**src/rtl/uart_tx_serializer.sv**
```systemverilog
// UART transmit serializer: frames parallel bytes as start/data/parity/stop bits,
// timing each bit by counting rising edges of the oversampled baud reference.
module uart_tx_serializer #(
    parameter int DATA_BITS  = 8,
    parameter int OVERSAMPLE = 16,
    parameter int CNT_W      = 4
) (
    input  logic                 Clock,
    input  logic                 Reset,
    input  logic                 Enable,
    input  logic                 baud_in,
    input  logic [DATA_BITS-1:0] tx_data,
    input  logic                 tx_valid,
    output logic                 tx_ready,
    input  logic                 parity_en,
    input  logic                 parity_odd,
    input  logic                 two_stop,
    output logic                 tx,
    output logic                 busy,
    output logic                 tx_done
);

    localparam int IDX_W = (DATA_BITS > 1) ? $clog2(DATA_BITS) : 1;

    typedef enum logic [2:0] {
        ST_IDLE,
        ST_START,
        ST_DATA,
        ST_PARITY,
        ST_STOP1,
        ST_STOP2
    } state_t;

    state_t                 state_q;
    logic                   baud_prev_q;
    logic [CNT_W-1:0]       cnt_q;
    logic [IDX_W-1:0]       idx_q;
    logic [IDX_W-1:0]       idx_d;
    logic [DATA_BITS-1:0]   shadow_q;
    logic                   parity_q;
    logic                   par_en_q;
    logic                   two_stop_q;
    logic                   tx_q;
    logic                   busy_q;
    logic                   done_q;
    logic                   baud_tick;
    logic                   bit_end;

    assign baud_tick = baud_in & ~baud_prev_q;
    assign bit_end   = baud_tick & (cnt_q == CNT_W'(OVERSAMPLE - 1));
    assign idx_d     = idx_q + 1'b1;

    // Reset is folded in so the handshake stays closed while reset is held.
    assign tx_ready  = (state_q == ST_IDLE) & Enable & Reset;

    assign tx      = tx_q;
    assign busy    = busy_q;
    assign tx_done = done_q;

    always_ff @(posedge Clock or negedge Reset) begin
        if (!Reset) begin
            state_q     <= ST_IDLE;
            baud_prev_q <= 1'b1;
            cnt_q       <= '0;
            idx_q       <= '0;
            shadow_q    <= '0;
            parity_q    <= 1'b0;
            par_en_q    <= 1'b0;
            two_stop_q  <= 1'b0;
            tx_q        <= 1'b1;
            busy_q      <= 1'b0;
            done_q      <= 1'b0;
        end else begin
            baud_prev_q <= baud_in;
            done_q      <= 1'b0;
            if (state_q == ST_IDLE) begin
                cnt_q <= '0;
                if (tx_valid && tx_ready) begin
                    shadow_q   <= tx_data;
                    parity_q   <= (^tx_data) ^ parity_odd;
                    par_en_q   <= parity_en;
                    two_stop_q <= two_stop;
                    idx_q      <= '0;
                    state_q    <= ST_START;
                    tx_q       <= 1'b0;
                    busy_q     <= 1'b1;
                end
            end else if (baud_tick) begin
                cnt_q <= bit_end ? '0 : cnt_q + 1'b1;
                if (bit_end) begin
                    unique case (state_q)
                        ST_START: begin
                            state_q <= ST_DATA;
                            tx_q    <= shadow_q[0];
                        end
                        ST_DATA: begin
                            if (idx_q == IDX_W'(DATA_BITS - 1)) begin
                                state_q <= par_en_q ? ST_PARITY : ST_STOP1;
                                tx_q    <= par_en_q ? parity_q : 1'b1;
                            end else begin
                                idx_q <= idx_d;
                                tx_q  <= shadow_q[idx_d];
                            end
                        end
                        ST_PARITY: begin
                            state_q <= ST_STOP1;
                            tx_q    <= 1'b1;
                        end
                        ST_STOP1: begin
                            if (two_stop_q) begin
                                state_q <= ST_STOP2;
                            end else begin
                                state_q <= ST_IDLE;
                                busy_q  <= 1'b0;
                                done_q  <= 1'b1;
                            end
                        end
                        ST_STOP2: begin
                            state_q <= ST_IDLE;
                            busy_q  <= 1'b0;
                            done_q  <= 1'b1;
                        end
                        default: begin
                            state_q <= ST_IDLE;
                            tx_q    <= 1'b1;
                            busy_q  <= 1'b0;
                        end
                    endcase
                end
            end
        end
    end

endmodule

```
**config.mk**
```make
export PLATFORM = sky130hd
export DESIGN_NAME = uart_tx_serializer
export DESIGN_NICKNAME = d
export VERILOG_FILES = /design/src/rtl/uart_tx_serializer.sv
export SDC_FILE = /design/constraint.sdc
export NUM_CORES = 1
export LEC_CHECK = 0
export CORE_ASPECT_RATIO = 0.7
export CORE_MARGIN = 2
export CORE_UTILIZATION = 30
export DETAILED_ROUTE_END_ITERATION = 12
export PLACE_DENSITY = 0.48
export SYNTH_ARGS = -nofsm -noshare
export SYNTH_HDL_FRONTEND = slang
export SYNTH_SLANG_ARGS = --single-unit
```
**constraint.sdc**
```tcl
create_clock -name Clock -period 2.5 [get_ports Clock]
set_input_delay 0.75 -clock Clock [delete_from_list [all_inputs] [get_ports Clock]]
set_output_delay 0.75 -clock Clock [all_outputs]
set_load 0.02 [all_outputs]
```
* After elaboration in Yosys (flattened, before gate mapping)
Index checks and enable logic that the tools add are counted.
** Word-level totals
- Output and inout port bits :: 4
- Bits in registers :: 25
- Logic and storage cells :: 83
- Bits of input ports :: 16
** Operators by class
- Bitwise gates (word level) :: 6
- Mux-type cells :: 37
- Order comparisons :: 1
- Equality and inequality tests :: 13
- $add $sub $neg :: 2
- Reduce and logical (&&, ||, !) cells :: 13
** Operators by type and width (number)
- two-way mux 3 bit :: 13
- two-way mux 1 bit :: 16
- two-way mux 4 bit :: 3
- case mux 3 bit (4 select lines) :: 1
- AND reduction 5 bit :: 2
- equality test 3 bit (second input constant) :: 3
- AND reduction 4 bit :: 2
- parity 8 bit :: 1
- equality test 3 x 2 -> 1 bit (second input constant) :: 2
- inequality test 2 x 1 -> 1 bit (second input constant) :: 3
- inequality test 3 bit (second input constant) :: 2
- nonzero test 2 bit :: 3
- adder 4 x 1 -> 4 bit (second input constant) :: 1
- AND 1 bit :: 4
- equality test 4 bit (second input constant) :: 1
- less-than comparator 3 x 4 -> 1 bit (second input constant) :: 1
- case mux 1 bit (2 select lines) :: 2
- adder 3 x 1 -> 3 bit (second input constant) :: 1
- binary-select mux 1 bit (select 3 bit) :: 1
- equality test 3 x 1 -> 1 bit (second input constant) :: 1
- zero test 3 bit :: 1
- case mux 1 bit (3 select lines) :: 1
- OR reduction 3 bit :: 1
- inequality test 2 bit (second input constant) :: 1
- 5 further kinds :: 5

* Longest topological paths before layout
- Depth after elaboration :: 8
- Mapped depth :: 6
- Mapped depth without buffers :: 6

* Least setup slack after synthesis
No wires, ideal clock.
- Path kind :: reg2out
- Start point :: register state_q[0]
- End point :: output port tx_ready
- Cell stages (with the launch flop) :: 4
- Arrival :: 1.205 ns
- Path buffers :: 1
- Required time :: 1.750 ns
- Path slack :: 0.545 ns
- Path through :: dfrtp_1 buf_2 nor3_1 and3_1
** On the way
- Cells in the longest elaborated chain, start to end :: 3
** RTL lines
- from (decl) :: RTL line 34 : state_t state_q;
- from (signal assigned) :: RTL line 98 : state_q <= par_en_q ? ST_PARITY : ST_STOP1;
- zero test 3 bit :: RTL line 54 : assign tx_ready = (state_q == ST_IDLE) & Enable & Reset;
- AND 1 bit (2 in a row) :: RTL line 54
- to (decl) :: RTL line 14 : output logic tx_ready,
No other way between the ends.

* Worst setup path in the final report
- Start point :: input port Reset
- End point :: output port tx_ready
** On the way
- Cells in the longest elaborated chain, start to end :: 1
** RTL lines
- from (decl) :: RTL line 9 : input logic Reset,
- AND 1 bit :: RTL line 54
No other way between the ends.

==> summary.txt <==
Layout
  • Leading cell types in the layout, fill and taps excluded: nand2_1 (39), dfrtp_1 (23), clkdlybuf4s50_1 (18)
  • Area grow syn2layout: 25.5%
  • Final core utilization: about two fifths
  • Share of post-route cells with drive strength above 1: 12.5%
  • # diodes: 0
  • Most common cell after layout, fill and taps aside: nand2_1
  • Fin nets: 188
  • Fin area: 1680 um2

Worst setup path
  • Worst r2r src: idx_q[0]
  • CP startpoint kind: primary input
  • Worst EP arrival: 1.55 ns
  • Reg2reg setup slack: 0.54 ns
  • Worst path cell trace: clkdlybuf4s50_1, and3_1, clkbuf_2
  • Kind of cell adding the most delay to the critical path: buffers and inverters
  • CP required: 1.75 ns
  • Worst Path Buf+Inv: 2
  • Reg2reg end: tx
  • Worst path slowest cell: clkdlybuf4s50_1
  • Crit path kind: in -> out
  • FF-to-FF path depth: 5
  • Crit path max fanout: 2
  • Worst path max stage delay: around 0.48 ns
  • CP Capture Type: primary output

Power and ir drop
  • Worst VDD drop: 0.250 mV
  • Sw Ratio: 31.7%
  • Reg power frac: a little under 50%
  • Psw: 0.368 mW
  • Clock Power Share: 20.5%
  • Static leakage: 0.760 nW
  • Combinational Power Share: 29.9%
  • Pwr/cell area: 690 nW/um2
  • Internal power: between 0.7 and 0.8 mW

Die
  • Die Width: 83.8 um
  • Die area: roughly 5000 um2
  • Core area: 4300 um2
  • FP Rows: 20
  • Ports: 20
  • Chip Height: ~60 um
  • Initial cell density of the core: 31.1%

STA
  • Max-slew headroom at the worst pin: 78.7%
  • Endpoints failing setup: 0
  • Final hold viol count: 0
  • Max Slew Vio Count: 0
  • Minimum hold slack: 0.479 ns
  • Highest clock rate: roughly 430 MHz
  • Fin crit share: 92.2%
  • Worst Tran Pin Value: 0.319 ns
  • Setup ws final: 0.195 ns
  • Post-layout min period: 2.30 ns
  • Unrepaired setup endpoints after global routing: false
  • Clock Skew: 0.00850 ns
  • Setup_tns: 0 ns

Synthesis
  • Top FF cell, synth: dfrtp_1
  • Sequential-to-total area share from yosys stat: 46.9%
  • Synth warnings: 0
  • Mapped Avg Cell Area: 9.49 um2
  • Post-synth ARST share: 100%
  • Count of different cell masters after synthesis: 41
  • Yosys reg bits: 25
  • Syn Std Cell Area: 1340 um2
  • Area share of the largest cell type after synthesis: 43.0%
  • Syn Nets: 160
  • Post-Synthesis Cells: 141
  • Largest cells by area after synthesis: dfrtp_1 (43%), nand2_1 (11%), dfstp_2 (3.9%)
  • Number of flops mapped to enable cells by yosys: 0
  • Synth area leader: dfrtp_1

GRT
  • Initial antenna violation count: 0
  • Number of global-route vias before repair: 1,054
  • GRT Total Usage: 12.2%
  • Largest net degree at the start of global routing: 27
  • Gr ovfl total: 0
  • First-pass GRT wire length: approximately 5000 um

Clock network
  • Clk sinks: 25
  • Clk_lat worst skew: 0.27 ns
  • Number of buffers created by CTS: 3
  • Root Buffer: clkbuf_8
  • CTS tree: yes
  • Post-CTS setup buffer count: 0
  • Reg clk slew, reported paths: 0.08 ns
  • CTS max path bufs: 2
  • H-tree depth: 1

Placement
  • IO buf count: 19
  • HPWL after detailed placement: 2090 um
  • GP Congestion: 0.768
  • Post-placement worst setup slack: -0.251 ns
  • Area of placed instances: 1640 um2

Routing
  • Total wire length: 2740 um
  • Post-route DRC violation count: 0
  • Via/cell ratio: 4.75
  • Vias: 1,060
  • Antenna viol nets, final: 0
  • Initial DRC Count: slightly above 100
  • Pre-antenna DRT Iters: 4
  • Routed wire length per instance: 12.3 um

Flow run
  • Max-Cap Viols: 0

Hold path
  • Worst hold endpoint: shadow_q[4]
  • Hold path depth: 2
  • Min-delay worst type: reg -> reg
  • Hold_sp: shadow_q[4]

Status
  • Status: finished clean
synth_stat cells, drive strengths merged (2+ instances only):
| cell | instances |
|---|---|
| buf | 3 |
| ha | 3 |
| o22ai | 2 |
| or4 | 2 |
| or3 | 2 |
| nor3 | 4 |
| a21oi | 3 |
| nand3 | 7 |
| and3 | 2 |
| nor2 | 6 |
| inv | 2 |
| xnor2 | 6 |
| clkbuf | 3 |
| dfrtp | 23 |
| mux4 | 2 |
| o21ai | 6 |
| nand2 | 39 |
| dfstp | 2 |
| mux2 | 2 |
| nand2b | 4 |
worst max path at each step:
stage	startpoint	end	slack [ns]	depth (start not counted)
6_report	Reset	tx_ready	0.20	3
2_1_floorplan	state_q[0]	tx_ready	0.55	3
3_5_place_dp	Reset	tx_ready	-0.25	3
5_1_grt	Reset	state_q[1]	0.002	7
4_1_cts	Reset	tx_ready	0.01	3
3_3_place_gp	Reset	tx_ready	-0.25	3
power by group through the flow:
stage          Sequential, mW  Combinational [mW]  Clock (mW)
6_report                0.575               0.347       0.238
3_5_place_dp            0.585               0.350           0
4_1_cts                 0.577               0.352       0.247
2_1_floorplan           0.580               0.217           0
5_1_grt                 0.589               0.389       0.268
3_3_place_gp            0.582               0.350           0
timing repair:
item                       in CTS  in global routing
resized for setup               1                  2
setup endpoints to repair       1                  1
hold buffers                    0                  0
through the flow:
step | power, mW | std cells
2_1_floorplan | 0.797 | 141
3_3_place_gp | 0.932 | 219
3_5_place_dp | 0.936 | 219
4_1_cts | 1.17 | 223
5_1_grt | 1.25 | 223
6_report | 1.16 | 223
state kept, by name, indices dropped and copies added (netlist names):
register,cells
busy,1
state_q,3
cnt_q,4
shadow_q,8
baud_prev_q,1
two_stop_q,1
tx,1
parity_q,1
idx_q,3
par_en_q,1
tx_done,1
tightest hold or removal path, stage by stage (launching register included):
cell,delay (ns)
dfrtp_1,0.35
nand2_1,0.05
nand2_1,0.05
metal layers:
layer | up-vias | routed length [um] | track usage [%]
li1 | 545 | - | -
met1 | 487 | 1460 | 18.3
met2 | 26 | 1110 | 17.5
met3 | 2 | 146 | 3.45
met4 | 0 | 24 | 2.76
met5 | - | 0 | 0
area by class of cell:
class,count,area [um2]
fillers,452,2620
flip-flops and latches,25,628
repair buffers,29,260
well taps,55,68.8
inverters,2,7.51
clock buffers,4,45.0
multi-input cells,108,671
kinds of logic after synthesis:
family / synth area share, %
compound gates: 9.81
simple gates: 25.4
xor+xnor: 6.26
flops: 46.9
mux: 5.79
fa+ha+maj: 2.80
buf+inv: 2.99
Power figures use the tool's default switching activity.
